===== config.mk =====
export PLATFORM = sky130hd
export DESIGN_NAME = fetch_unit
export DESIGN_NICKNAME = d
export VERILOG_FILES = /design/src/rtl/fetch_pkg.sv /design/src/rtl/fetch_fifo.sv /design/src/rtl/fetch_unit.sv
export SDC_FILE = /design/constraint.sdc
export NUM_CORES = 1
export LEC_CHECK = 0
export ABC_AREA = 1
export CAP_MARGIN = 25
export CORE_UTILIZATION = 55
export CTS_BUF_LIST = sky130_fd_sc_hd__clkbuf_4
export DETAILED_ROUTE_END_ITERATION = 6
export PLACE_DENSITY_LB_ADDON = 0.15
export SLEW_MARGIN = 20
export SYNTH_ARGS = -nofsm -noshare
export SYNTH_HDL_FRONTEND = slang
export SYNTH_SLANG_ARGS = --single-unit

===== constraint.sdc =====
create_clock -name clk -period 7.15 [get_ports clk]
set_input_delay 1.43 -clock clk [delete_from_list [all_inputs] [get_ports clk]]
set_output_delay 1.43 -clock clk [all_outputs]
set_load 0.02 [all_outputs]

===== src/rtl/fetch_pkg.sv =====
// fetch_pkg -- shared constants for the instruction fetch unit.
//
// Contents:
//   DEF_*            default values for the fetch_unit parameters
//   MEM_EN / MEM_DIS active-low memory control levels
//   UNDEFINE         fill value for unused memory write data
package fetch_pkg;

    localparam int          DEF_PC_W     = 32;
    localparam int          DEF_ADDR_W   = 11;
    localparam int          DEF_DATA_W   = 32;
    localparam int          DEF_DEPTH    = 4;
    localparam logic [31:0] DEF_RESET_PC = 32'd0;

    // Memory control pins are active-low.
    localparam logic MEM_EN  = 1'b0;
    localparam logic MEM_DIS = 1'b1;

    localparam logic UNDEFINE = 1'b0;

endpackage


===== src/rtl/fetch_fifo.sv =====
// fetch_fifo -- synchronous circular FIFO with flush.
//
// Ports:
//   clk    rising-edge clock
//   rst    synchronous active-high reset (empties the FIFO)
//   flush  synchronous flush; same effect as rst, wins over push/pop
//   push   write wdata at the tail (ignored when full and not popping)
//   wdata  data to write
//   pop    advance the head (ignored when empty)
//   rdata  data at the head; meaningful only while count != 0
//   count  number of occupied entries, 0..DEPTH
//
// Handshake: push and pop are plain strobes; the caller owns flow control.
// A push and a pop in the same cycle leave count unchanged.
module fetch_fifo
    import fetch_pkg::*;
#(
    parameter int WIDTH = 8,
    parameter int DEPTH = DEF_DEPTH
) (
    input  logic                     clk,
    input  logic                     rst,
    input  logic                     flush,
    input  logic                     push,
    input  logic [WIDTH-1:0]         wdata,
    input  logic                     pop,
    output logic [WIDTH-1:0]         rdata,
    output logic [$clog2(DEPTH):0]   count
);

    localparam int PTR_W = $clog2(DEPTH);
    localparam int CNT_W = PTR_W + 1;

    logic [WIDTH-1:0] mem [DEPTH];
    logic [PTR_W-1:0] wr_ptr;
    logic [PTR_W-1:0] rd_ptr;
    logic             do_push;
    logic             do_pop;

    always_comb begin
        do_pop  = pop && (count != '0);
        // A full FIFO may still accept a push when the head leaves this cycle.
        do_push = push && ((count != CNT_W'(DEPTH)) || do_pop);
        rdata   = mem[rd_ptr];
    end

    // Storage needs no reset; only the pointers and count define contents.
    always_ff @(posedge clk) begin
        if (do_push) begin
            mem[wr_ptr] <= wdata;
        end
    end

    // DEPTH is a power of two, so pointers wrap by natural overflow.
    always_ff @(posedge clk) begin
        if (rst || flush) begin
            wr_ptr <= '0;
            rd_ptr <= '0;
            count  <= '0;
        end else begin
            if (do_push) begin
                wr_ptr <= wr_ptr + PTR_W'(1);
            end
            if (do_pop) begin
                rd_ptr <= rd_ptr + PTR_W'(1);
            end
            case ({do_push, do_pop})
                2'b10:   count <= count + CNT_W'(1);
                2'b01:   count <= count - CNT_W'(1);
                default: count <= count;
            endcase
        end
    end

endmodule


===== src/rtl/fetch_unit.sv =====
// fetch_unit -- sequential instruction fetch with a small decoupling queue.
//
// Ports:
//   clk, rst            clock; synchronous active-high reset
//   redirect_valid/pc   branch/jump redirect: flush, kill in-flight, reload PC
//   im_cen/wen/oen      active-low memory controls (read-only use)
//   im_addr             memory word address (low ADDR_W bits of fetch_pc)
//   im_datain           memory write data, tied to zero
//   im_dataout          memory read data, valid the cycle after a request
//   out_valid/ready     valid/ready handshake towards decode
//   out_instr/pc        instruction and its word address at the queue head
//   out_pc_next         out_pc + 1
//
// Handshake: an instruction transfers to decode in every cycle where
// out_valid and out_ready are both 1; out_valid does not depend on out_ready.
//
// At most one request is ever in flight (memory latency is one cycle).
// A request issues only while queue occupancy plus the in-flight request is
// below DEPTH, so every returning word has a guaranteed slot even if nothing
// pops; this makes overflow impossible without looking at the pop strobe.
module fetch_unit
    import fetch_pkg::*;
#(
    parameter int              PC_W     = DEF_PC_W,
    parameter int              ADDR_W   = DEF_ADDR_W,
    parameter int              DATA_W   = DEF_DATA_W,
    parameter int              DEPTH    = DEF_DEPTH,
    parameter logic [PC_W-1:0] RESET_PC = PC_W'(DEF_RESET_PC)
) (
    input  logic              clk,
    input  logic              rst,
    input  logic              redirect_valid,
    input  logic [PC_W-1:0]   redirect_pc,
    output logic              im_cen,
    output logic              im_wen,
    output logic              im_oen,
    output logic [ADDR_W-1:0] im_addr,
    output logic [DATA_W-1:0] im_datain,
    input  logic [DATA_W-1:0] im_dataout,
    output logic              out_valid,
    input  logic              out_ready,
    output logic [DATA_W-1:0] out_instr,
    output logic [PC_W-1:0]   out_pc,
    output logic [PC_W-1:0]   out_pc_next
);

    localparam int CNT_W = $clog2(DEPTH) + 1;

    logic [PC_W-1:0]        fetch_pc;
    logic                   inflight;
    logic [PC_W-1:0]        inflight_pc;
    logic [CNT_W-1:0]       fifo_count;
    logic [CNT_W-1:0]       credit_used;
    logic [DATA_W+PC_W-1:0] fifo_rdata;
    logic                   issue;
    logic                   push;
    logic                   pop;

    always_comb begin
        credit_used = fifo_count + CNT_W'(inflight);
        issue       = !rst && !redirect_valid && (credit_used < CNT_W'(DEPTH));
        // A redirect kills the word returning this cycle.
        push        = inflight && !redirect_valid && !rst;
        out_valid   = (fifo_count != '0) && !redirect_valid && !rst;
        pop         = out_valid && out_ready;

        im_cen      = issue ? MEM_EN : MEM_DIS;
        im_addr     = fetch_pc[ADDR_W-1:0];

        out_instr   = fifo_rdata[DATA_W+PC_W-1:PC_W];
        out_pc      = fifo_rdata[PC_W-1:0];
        out_pc_next = out_pc + PC_W'(1);
    end

    assign im_wen    = MEM_DIS;
    assign im_oen    = MEM_EN;
    assign im_datain = {DATA_W{UNDEFINE}};

    always_ff @(posedge clk) begin
        if (rst) begin
            fetch_pc <= RESET_PC;
            inflight <= 1'b0;
        end else if (redirect_valid) begin
            fetch_pc <= redirect_pc;
            inflight <= 1'b0;
        end else begin
            inflight <= issue;
            if (issue) begin
                fetch_pc <= fetch_pc + PC_W'(1);
            end
        end
    end

    // Tag for the returning word; only read while inflight is set.
    always_ff @(posedge clk) begin
        if (issue) begin
            inflight_pc <= fetch_pc;
        end
    end

    fetch_fifo #(
        .WIDTH (DATA_W + PC_W),
        .DEPTH (DEPTH)
    ) u_fifo (
        .clk   (clk),
        .rst   (rst),
        .flush (redirect_valid),
        .push  (push),
        .wdata ({im_dataout, inflight_pc}),
        .pop   (pop),
        .rdata (fifo_rdata),
        .count (fifo_count)
    );

endmodule

==> flow_summary_export.csv <==
group,metric,value,unit
routing,vias,11600,
worst_hold_path,hp-class,"reg -> reg",
worst_setup_path,ff2ff_path_depth,5,
place,place_inst,2111,
worst_setup_path,rr_endpoint,"u_fifo.mem[1][4]",
timing,hold_violations,0,
synth,muxShareOfSynthArea,0,
clock_tree,cts_tree,"done",
clock_tree,cts_made_buffers,83,
worst_setup_path,worstPathArrival,4.32,ns
die,die_area,28620,um^2
timing,fin_crit,5.753,ns
clock_tree,cts_resized,0,
grt,antenna_found_initial,2,
clock_tree,post_cts_buffers,0,
synth,synth_top_family_by_area,"simple AND/OR/NAND/NOR gates",
status,outcome,"completed",
cells_and_area,finalNonFillerCells,2259,
synth,ys_async_sr_fraction,0,
timing,fin_setup_tns,0,ns
routing,viasPerCell,5.133,
clock_tree,clock_sinks,330,
clock_tree,cts_root_buf,"clkbuf_4",
clock_tree,insertion_delay,0.71,ns
timing,fmax,0.1738,GHz
die,coreArea,27180,um^2
worst_hold_path,min_path_cells,0,
timing,fin_skew,0.03985,ns
die,dieHeight,169.2,um
grt,grt_pass1_wl,55.67,mm
synth,yosys.area_share.simple,0.2287,
timing,period_share,0.8046,
place,dpl.hpwl,23.34,mm
worst_setup_path,cp_max_fo,73,
cells_and_area,multi_input_area,4875,um^2
place,numPortBuffers,176,
clock_tree,htreeDepth,3,
die,ios,211,
synth,ys.warnings.count,0,
worst_setup_path,crit_type,"reg -> out",
clock_tree,clockBufferDepth,3,
worst_setup_path,required,5.72,ns
synth,synth_cells,1625,
timing,fin_hold_ws,0.4560,ns
synth,syn_area,15370,um^2
grt,grt_pass1_vias,11040,
die,rows,60,
cells_and_area,nFillCells,2227,
place,dpl_worst_slack,2.105,ns
worst_setup_path,reg2reg_from,"u_fifo.count[0]",
job,drv_cap,0,
routing,drc,0,
routing,wl_per_cell,15.57,um
routing,drt_iter0_markers,999,
grt,overflow,0,
synth,ys_ff_latch,330,
timing,rsz0062_at_grt,"no",
place,place_area,17190,um^2
synth,synthFlopType,"edfxtp_1",
synth,synthDistinctLibCells,34,
cells_and_area,regArea,9494,um^2
grt,grt_max_degree,132,
worst_setup_path,start_kind,"register",
cells_and_area,stdcell_area,18260,um^2
cells_and_area,drive_gt1_frac,0.09708,
routing,drtPass1Iterations,5,
cells_and_area,mostFrequentLayoutCells,"512 x nand2_1, 288 x edfxtp_1, 176 x clkdlybuf4s50_1",
power_and_ir_drop,peakVddDrop,0.1117,mV
clock_tree,clk_pin_slew,0.06,ns
worst_hold_path,whs_endpoint,"inflight_pc[31]",
synth,synth_edf_count,288,
timing,setup_viol,0,
timing,tightest_slew,1.005,ns
timing,setup_ws,1.397,ns
synth,avgSynthCellArea,9.458,um^2
worst_hold_path,worstHoldStart,"fetch_pc[31]",
die,start_util,0.5656,
synth,synth-xor-area-share,0.01083,
power_and_ir_drop,p_per_area,214.4,nW/um^2
routing,routed_wl,35.18,mm
cells_and_area,final_common_cell,"nand2_1",
cells_and_area,fin_nets,1899,
cells_and_area,syn_to_final_growth,18.82,%
die,fp.dieW,169.2,um
power_and_ir_drop,p_leak,7.053,nW
synth,synthAdderAreaFrac,0.006187,
clock_tree,ctsHoldBuffers,0,
timing,finalMaxSlewViolations,0,
synth,synth-compound-area-share,0.06122,
place,gp_congestion,0.9610,
routing,ant_nets,0,
timing,max_slew_margin,0.3285,
worst_setup_path,cp-end-kind,"output pin",
synth,yosysSeqAreaShare,0.6174,
worst_setup_path,ff2ff_setup_slack,4.48,ns
grt,grtUsageTotal,0.2495,
power breakdown:
part	switching, W	total, W	internal, W
clock network	0.000723	0.00156	0.000835
registers	0.0000307	0.00215	0.00212
logic	0.000122	0.000206	0.0000833
per-stage QoR:
| stage | util | power (W) |
|---|---|---|
| after floorplan | - | 0.002310 |
| after global placement | 0.6326 | 0.002394 |
| after detailed placement | 0.6326 | 0.002398 |
| after CTS | 0.6718 | 0.003956 |
| after global routing | 0.6720 | 0.004078 |
| final | 0.6720 | 0.003916 |
worst max-delay path, cell delays in order, from the launching register on:
cell and delay (ns):
dfxtp_4 0.78, buf_4 0.69, a21oi_1 0.13, o21ai_0 0.12
nand2_1 0.18, inv_2 0.12, ha_1 0.18, nand3_2 0.16
nor2_1 0.36, nand4_1 0.15, nand2_1 0.09, clkdlybuf4s50_1 0.60
flip-flops by register name, summed over array words and instances, names as in the netlist, named ones only:
register	cells
u_fifo.wr_ptr	2
u_fifo.rd_ptr	2
inflight_pc	32
u_fifo.count	3
u_fifo.mem	256
fetch_pc	32
inflight	1
final cells by class:
| type | instances | share of cell area |
|---|---|---|
| Sequential cell | 330 | 0.5199 |
| Multi-Input combinational cell | 1090 | 0.2669 |
| Timing Repair Buffer | 187 | 0.1017 |
| Clock buffer | 117 | 0.04810 |
| Inverter | 132 | 0.02740 |
| Tap cell | 372 | 0.02549 |
| Clock inverter | 29 | 0.01028 |
| Antenna cell | 2 | 0.0002740 |
routing by layer:
layer  track usage  routed length (um)  up-vias
met5             0                   0        -
met4       0.09205                 759        0
met3       0.04571                2323       65
met2        0.4058               16620      430
met1        0.3361               15480     5294
li1              -                   -     5807
cell usage after synthesis, types with 2 or more instances:
cell / number / area (um^2)
a21oi_1: 28 / 140.1
a31oi_1: 9 / 56.30
buf_2: 17 / 85.08
buf_4: 52 / 390.4
buf_6: 6 / 67.56
clkbuf_1: 30 / 112.6
conb_1: 2 / 7.510
dfxtp_1: 42 / 840.8
edfxtp_1: 288 / 8648
ha_1: 6 / 75.07
inv_1: 128 / 480.5
inv_2: 2 / 7.510
nand2_1: 512 / 1922
nand2_2: 18 / 112.6
nand3_1: 111 / 555.5
nand3_2: 2 / 20.02
nand3b_1: 3 / 22.52
nand4_1: 12 / 75.07
nor2_1: 174 / 653.1
nor2_2: 7 / 43.79
nor2_4: 3 / 33.78
nor3_1: 12 / 60.06
o211ai_1: 5 / 37.54
o21ai_0: 97 / 485.5
o22ai_1: 32 / 200.2
xor2_1: 19 / 166.4
cell families (layout without fill, tap and decap cells):
logic type,Yosys count,in the layout
and+or+nand+nor,856,856
DFF,330,330
buffers and inverters,237,465
AOI/OAI and AO/OA,174,174
xor gates and xnor gates,19,19
adders and majority gates,7,7
other,2,36
how the worst max path moves through the flow:
stage / startpoint / to / cells after the start
after CTS: register / out_pc_next[6] / 10
after global placement: register / out_pc_next[6] / 10
after detailed placement: register / out_pc_next[6] / 10
final: register / out_pc_next[22] / 11
after global routing: register / out_pc_next[14] / 12
after floorplan: rst / u_fifo.mem[0][0] / 6
Power figures use the tool's default switching activity.
